<file path="config.mk">
export PLATFORM = sky130hd
export DESIGN_NAME = operand_scoreboard_fwd
export DESIGN_NICKNAME = d
export VERILOG_FILES = /design/src/rtl/operand_scoreboard_fwd_pkg.sv /design/src/rtl/operand_scoreboard_fwd_enc.sv /design/src/rtl/operand_scoreboard_fwd.sv
export SDC_FILE = /design/constraint.sdc
export NUM_CORES = 1
export LEC_CHECK = 0
export ABC_AREA = 0
export CAP_MARGIN = 15
export CORE_AREA = 2 2 173 175
export DETAILED_ROUTE_END_ITERATION = 8
export DIE_AREA = 0 0 175 177
export DONT_BUFFER_PORTS = 1
export SLEW_MARGIN = 20
export SYNTH_ARGS = -nofsm -noshare
export SYNTH_HDL_FRONTEND = slang
export SYNTH_HIERARCHICAL = 1
export SYNTH_SLANG_ARGS = --single-unit
</file>
<file path="constraint.sdc">
create_clock -name clk_i -period 3.75 [get_ports clk_i]
set_input_delay 0.5625 -clock clk_i [delete_from_list [all_inputs] [get_ports clk_i]]
set_output_delay 0.5625 -clock clk_i [all_outputs]
set_load 0.01 [all_outputs]
</file>
<file path="src/rtl/operand_scoreboard_fwd_pkg.sv">
// Shared types for the decode-stage operand resolution unit.
// scb_tag_t   : identifier handed to an outstanding long-latency op.
// fwd_src_e   : where a source operand was taken from (debug visibility).
// safeClog2   : index width that never collapses to zero bits.
package operand_scoreboard_fwd_pkg;

   localparam int SCB_NTAG = 4;
   localparam int SCB_TW   = $clog2(SCB_NTAG);

   typedef logic [SCB_TW-1:0] scb_tag_t;

   typedef enum logic [1:0] {
      FWD_ZERO,
      FWD_STAGE,
      FWD_LC,
      FWD_RF
   } fwd_src_e;

   function automatic int safeClog2(input int n);
      return (n > 1) ? $clog2(n) : 1;
   endfunction

endpackage

</file>
<file path="src/rtl/operand_scoreboard_fwd_enc.sv">
// Lowest-free-tag priority encoder for the long-op scoreboard.
// busy_i      : one bit per tag, set while the tag is outstanding.
// alloc_tag_o : lowest index whose busy bit is clear (0 when none is free).
// tags_full_o : every tag is busy.
module lowest_free_enc #(
   parameter  int NTAG = 4,
   localparam int TW   = $clog2(NTAG)
) (
   input  logic [NTAG-1:0] busy_i,
   output logic [TW-1:0]   alloc_tag_o,
   output logic            tags_full_o
);

   // Scan from the top down so the lowest free index is the last one written.
   always_comb begin
      alloc_tag_o = '0;
      for (int t = NTAG - 1; t >= 0; t--) begin
         if (!busy_i[t]) begin
            alloc_tag_o = TW'(t);
         end
      end
   end

   assign tags_full_o = &busy_i;

endmodule

</file>
<file path="src/rtl/operand_scoreboard_fwd.sv">
// Decode-stage operand resolution with N-stage forwarding and a tagged
// scoreboard for long-latency ops that may complete out of order.
// clk_i/rst_ni           : clock, synchronous active-low reset.
// src_idx_i/rf_data_i    : source register indices and register-file data.
// dec_*_i, issue_fire_i  : the instruction in decode and whether it advances.
// fwd_*_i                : pipeline producer stages, index 0 youngest.
// lc_*_i                 : long-op completion (tag + result).
// opnd_data_o, stall_o   : resolved operands and decode hold.
// alloc_tag_o/tags_full_o: next tag for a long issue, and tag exhaustion.
// sb_err_o               : sticky protocol error.
module operand_scoreboard_fwd
   import operand_scoreboard_fwd_pkg::*;
#(
   parameter  int XLEN = 32,
   parameter  int NREG = 32,
   parameter  int NSRC = 2,
   parameter  int NFWD = 3,
   parameter  int NTAG = SCB_NTAG,
   localparam int RW   = $clog2(NREG),
   localparam int TW   = $clog2(NTAG),
   localparam int KW   = safeClog2(NFWD)
) (
   input  logic                 clk_i,
   input  logic                 rst_ni,
   input  logic [NSRC*RW-1:0]   src_idx_i,
   input  logic [NSRC*XLEN-1:0] rf_data_i,
   input  logic                 dec_valid_i,
   input  logic                 dec_wb_i,
   input  logic [RW-1:0]        dec_rd_i,
   input  logic                 dec_long_i,
   input  logic                 issue_fire_i,
   input  logic [NFWD-1:0]      fwd_valid_i,
   input  logic [NFWD*RW-1:0]   fwd_rd_i,
   input  logic [NFWD-1:0]      fwd_ok_i,
   input  logic [NFWD*XLEN-1:0] fwd_data_i,
   input  logic                 lc_valid_i,
   input  logic [TW-1:0]        lc_tag_i,
   input  logic [XLEN-1:0]      lc_data_i,
   output logic [NSRC*XLEN-1:0] opnd_data_o,
   output logic                 stall_o,
   output logic [TW-1:0]        alloc_tag_o,
   output logic                 tags_full_o,
   output logic                 sb_err_o
);

   logic [NREG-1:0] pend_q, pend_d;
   logic [TW-1:0]   ptag_q [NREG];
   logic [TW-1:0]   ptag_d [NREG];
   logic [NTAG-1:0] busy_q, busy_d;
   logic            sbErr_q, sbErr_d;
   logic [NSRC-1:0] rawVec;
   logic            waw;
   logic            longIssue;

   lowest_free_enc #(.NTAG(NTAG)) uEnc (
      .busy_i      (busy_q),
      .alloc_tag_o (alloc_tag_o),
      .tags_full_o (tags_full_o)
   );

   for (genvar s = 0; s < NSRC; s++) begin : gSrc
      logic [RW-1:0]   srcIdx;
      logic [KW-1:0]   hit;
      fwd_src_e        sel;
      logic            raw;
      logic [XLEN-1:0] opnd;

      // Pick the operand source. Stages are scanned oldest-first so the
      // youngest matching stage wins, and any pipeline writer shadows an
      // older pending long op. A pending register can still be read in
      // the cycle its completion arrives by bypassing lc_data.
      always_comb begin
         srcIdx = src_idx_i[s*RW +: RW];
         sel    = FWD_RF;
         hit    = '0;
         raw    = 1'b0;
         if (srcIdx == '0) begin
            sel = FWD_ZERO;
         end else begin
            for (int k = NFWD - 1; k >= 0; k--) begin
               if (fwd_valid_i[k] && (fwd_rd_i[k*RW +: RW] == srcIdx)) begin
                  sel = FWD_STAGE;
                  hit = KW'(k);
               end
            end
            if (sel == FWD_STAGE) begin
               raw = ~fwd_ok_i[hit];
            end else if (pend_q[srcIdx]) begin
               if (lc_valid_i && (ptag_q[srcIdx] == lc_tag_i)) begin
                  sel = FWD_LC;
               end else begin
                  raw = 1'b1;
               end
            end
         end
      end

      // Operand mux driven by the selected source.
      always_comb begin
         case (sel)
            FWD_ZERO:  opnd = '0;
            FWD_STAGE: opnd = fwd_data_i[hit*XLEN +: XLEN];
            FWD_LC:    opnd = lc_data_i;
            default:   opnd = rf_data_i[s*XLEN +: XLEN];
         endcase
      end

      assign opnd_data_o[s*XLEN +: XLEN] = opnd;
      assign rawVec[s] = raw;
   end

   // A decode writer must not overtake a pending long op to the same rd,
   // unless that op is completing right now.
   assign waw = dec_wb_i && (dec_rd_i != '0) && pend_q[dec_rd_i]
                && !(lc_valid_i && (ptag_q[dec_rd_i] == lc_tag_i));

   assign stall_o = dec_valid_i &&
                    ((|rawVec) || waw || (dec_long_i && dec_wb_i && tags_full_o));

   assign longIssue = issue_fire_i && dec_long_i && dec_wb_i && (dec_rd_i != '0);

   // Scoreboard next state. Completion is applied first and issue second so
   // that a set and a clear on the same register resolve to set. Completions
   // for idle tags are dropped and flagged; an issue with no free tag is
   // dropped and flagged rather than corrupting a live tag.
   always_comb begin
      pend_d  = pend_q;
      ptag_d  = ptag_q;
      busy_d  = busy_q;
      sbErr_d = sbErr_q;
      if (lc_valid_i) begin
         if (busy_q[lc_tag_i]) begin
            busy_d[lc_tag_i] = 1'b0;
            for (int r = 0; r < NREG; r++) begin
               if (pend_q[r] && (ptag_q[r] == lc_tag_i)) begin
                  pend_d[r] = 1'b0;
               end
            end
         end else begin
            sbErr_d = 1'b1;
         end
      end
      if (longIssue) begin
         if (tags_full_o) begin
            sbErr_d = 1'b1;
         end else begin
            pend_d[dec_rd_i]    = 1'b1;
            ptag_d[dec_rd_i]    = alloc_tag_o;
            busy_d[alloc_tag_o] = 1'b1;
         end
      end
   end

   // Pending/busy/error state with synchronous reset.
   always_ff @(posedge clk_i) begin
      if (!rst_ni) begin
         pend_q  <= '0;
         busy_q  <= '0;
         sbErr_q <= 1'b0;
      end else begin
         pend_q  <= pend_d;
         busy_q  <= busy_d;
         sbErr_q <= sbErr_d;
      end
   end

   // Tag table is only meaningful where pend is set, so it needs no reset.
   always_ff @(posedge clk_i) begin
      ptag_q <= ptag_d;
   end

   assign sb_err_o = sbErr_q;

endmodule

</file>
==> flow_summary.yaml <==
run_status:
  status: "finished, violations left"
  violations: "negative setup slack"
cells_and_area:
  multi_input_area_um2: 7691
  fill_cells: 2750
  diodes: 0
  finalNonFillerCells: 1471
  fin_area_um2: 12560
  layout.nets: 1314
  seq_area_um2: 2663
  fin_util: 0.4295
  drive_above_1_share: 0.2932
  synthToLayoutAreaGrowth_pct: 25.19
placed_design:
  port-buffer-count: 0
  dpl_cell_area_um2: 10960
  dp_cells: 1423
  post-place-ws_ps: -60.90
  gp_congestion: 0.9631
  dp_hpwl_um: 33820
cts:
  ctsHtreeMaxLevel: 3
  clkTransAtPathRegs_ps: 70
  insertion_delay_ps: 360
  cts_tree: "built"
  clockBufferDepth: 2
  cts.sinks: 101
  cts-root-buf: "clkbuf_16"
  cts_buffers: 9
synthesis:
  synth-edff-count: 64
  synth-seq-area-share: 0.2654
  synth-main-ff-cell: "edfxtp_1"
  ys_seq_elements: 101
  netlist_top_cells_area: "edfxtp_1, mux2i_1, mux4_2, xor2_1, dfxtp_1"
  async_reset_ff_frac: 0
  netlist_instances: 1025
  ys_types: 65
  yosys_warnings: 6
  synth_top_area_frac: 0.1916
  yosys.area.top_type: "edfxtp_1"
  netlist_area_um2: 10030
  synth_area_per_cell_um2: 9.787
floorplan:
  row_count: 63
  die_w_um: 175
  core_um2: 29240
  dieHeight_um: 177
  die_area_um2: 30980
  ios: 306
  start_util: 0.3430
detailed_routing:
  totalWireLength_um: 46220
  vias: 9508
  drc: 0
  viasPerCell: 6.464
  drtIter0Drc: 1040
  wl_per_cell_um: 31.42
  first_pass_iters: 7
  ant_nets: 0
global_routing:
  grt_usage: 0.2839
  grt_max_degree: 51
  grt_pass1_wl_um: 64940
  gr-total-overflow: 0
  antenna_found_initial: 0
  first_global_vias: 9357
setup_path:
  critPathMaxFanout: 7
  startpoint: "ptag_q[25]"
  rr_startpoint: "busy_q[1]"
  r2r_slack_ps: 1430
  endpoint: "opnd_data_o[49]"
  crit_chain: "mux4_2 -> o22ai_2 -> nor4b_2 -> nor4_4 -> mux2_4 -> or3_4 -> nand2_8 -> buf_12 -> buf_16 -> a2bb2oi_2 -> buf_4"
  reg2reg_depth: 7
  critPathRequiredTime_ps: 3190
  worst_setup_path_start_kind: "flip-flop"
  worst_path_max_delay_cell: "mux4_2"
  slowest_delay_ps: 500
  r2r-end: "pend_q[12]"
  crit_type: "flip-flop to primary output"
  end_kind: "primary output"
  cp_data_arrival_time_ps: 3470
timing:
  setup_viol: 52
  maxSlewViolCount: 0
  clock_skew_ps: 13.10
  setup_tns_ps: -3490
  worst_slack_ps: -280.2
  hold_viol: 0
  relSlewSlack: 0.4578
  rsz0062_at_grt: "yes"
  whs_ps: 339.9
  fmax_mhz: 248.1
  post-route-period-util: 1.075
  worst_pin_slew_ps: 813.2
  period_minus_slack_ps: 4030
pwr:
  total_power_mw: 2.879
  p_leak_nw: 4.532
  power_density_nw_per_um2: 229.2
  vdd_drop_max_uv: 183.7
flow_run:
  max-cap-violations: 0
min_path:
  hp-class: "input pin to flip-flop"
-- flip-flops by register name (all words and copies together), names as in the netlist --
signal,cells
busy_q,4
pend_q,32
ptag_q,64
sb_err_o,1
-- what timing repair did --
action,CTS,global route
buffers inserted,22,5
endpoints found under the setup margin,62,65
cloned,5,2
resized for setup,92,48
pin swaps,13,9
hold buffers,0,0
-- routing by layer --
| metal | track usage | vias up | share of wire |
|---|---|---|---|
| li1 | - | 4067 | - |
| met3 | 0.09472 | 136 | 0.11 |
| met5 | 0 | - | 0 |
| met1 | 0.3418 | 4673 | 0.37 |
| met4 | 0.1333 | 0 | 0.056 |
| met2 | 0.4585 | 632 | 0.46 |
-- logic make-up after synthesis --
kind of cell | count (synthesis) | synth area share
other | 1 | 0.0003738
AO/OA/AOI/OAI | 298 | 0.2507
AND/OR/NAND/NOR | 232 | 0.1090
buffers and inverters | 114 | 0.05463
flip-flops | 101 | 0.2654
multiplexers | 180 | 0.2335
XOR/XNOR | 99 | 0.08643
-- worst min path at each step --
stage / from / endpoint / slack [ps] / depth (start not counted)
floorplan: pend_q[0] / pend_q[0] / 450 / 1
global placement: pend_q[0] / pend_q[0] / 470 / 1
detailed placement: pend_q[0] / pend_q[0] / 500 / 1
CTS: rst_ni / pend_q[19] / 320 / 1
global route: rst_ni / pend_q[20] / 330 / 1
finish: rst_ni / pend_q[27] / 340 / 1
-- synth_stat cells (all sizes together) (10+ instances only) --
cell,count
o21a,32
nand2,81
o21ai,38
nor4,11
o2111ai,35
o31a,31
a211o,33
mux4,42
a22oi,10
nand3,13
inv,15
buf,48
edfxtp,64
clkbuf,50
xor2,92
mux2i,128
dfxtp,37
nor2,76
a2bb2oi,64
o22ai,21
mux2,10
-- power breakdown --
part / switching (mW) / leakage [nW] / internal (mW)
Sequential: 0.00624 / 0.847 / 1.18
Combinational: 0.349 / 3.55 / 0.412
Clock: 0.401 / 0.140 / 0.532
Total: 0.756 / 4.53 / 2.12
-- area by class of cell --
cell class / count / area share
repair buffers: 139 / 0.1096
clock inverters: 2 / 0.002789
multi-input cells: 811 / 0.6124
inverters: 15 / 0.004483
flip-flops and latches: 101 / 0.2120
clock buffers: 13 / 0.01992
well taps: 390 / 0.03885
-- layout by cell type (no fill, tap or decap), types with 18 or more instances in the layout --
| cell type | instances |
|---|---|
| a211o_1 | 33 |
| a2bb2oi_2 | 32 |
| a2bb2oi_4 | 29 |
| buf_4 | 110 |
| dfxtp_1 | 37 |
| edfxtp_1 | 64 |
| mux2i_1 | 127 |
| mux4_2 | 41 |
| nand2_1 | 80 |
| nor2_1 | 74 |
| o2111ai_1 | 24 |
| o21a_1 | 32 |
| o21ai_2 | 28 |
| o22ai_1 | 18 |
| o31a_1 | 31 |
| xor2_1 | 90 |
-- worst max-delay path, delay by kind of cell, from the launching register on --
| family | cells | cell delay [ps] |
|---|---|---|
| buf+inv | 3 | 430 |
| compound gates | 2 | 510 |
| flops | 1 | 400 |
| simple gates | 4 | 940 |
| mux | 2 | 830 |
Power figures use the tool's default switching activity.
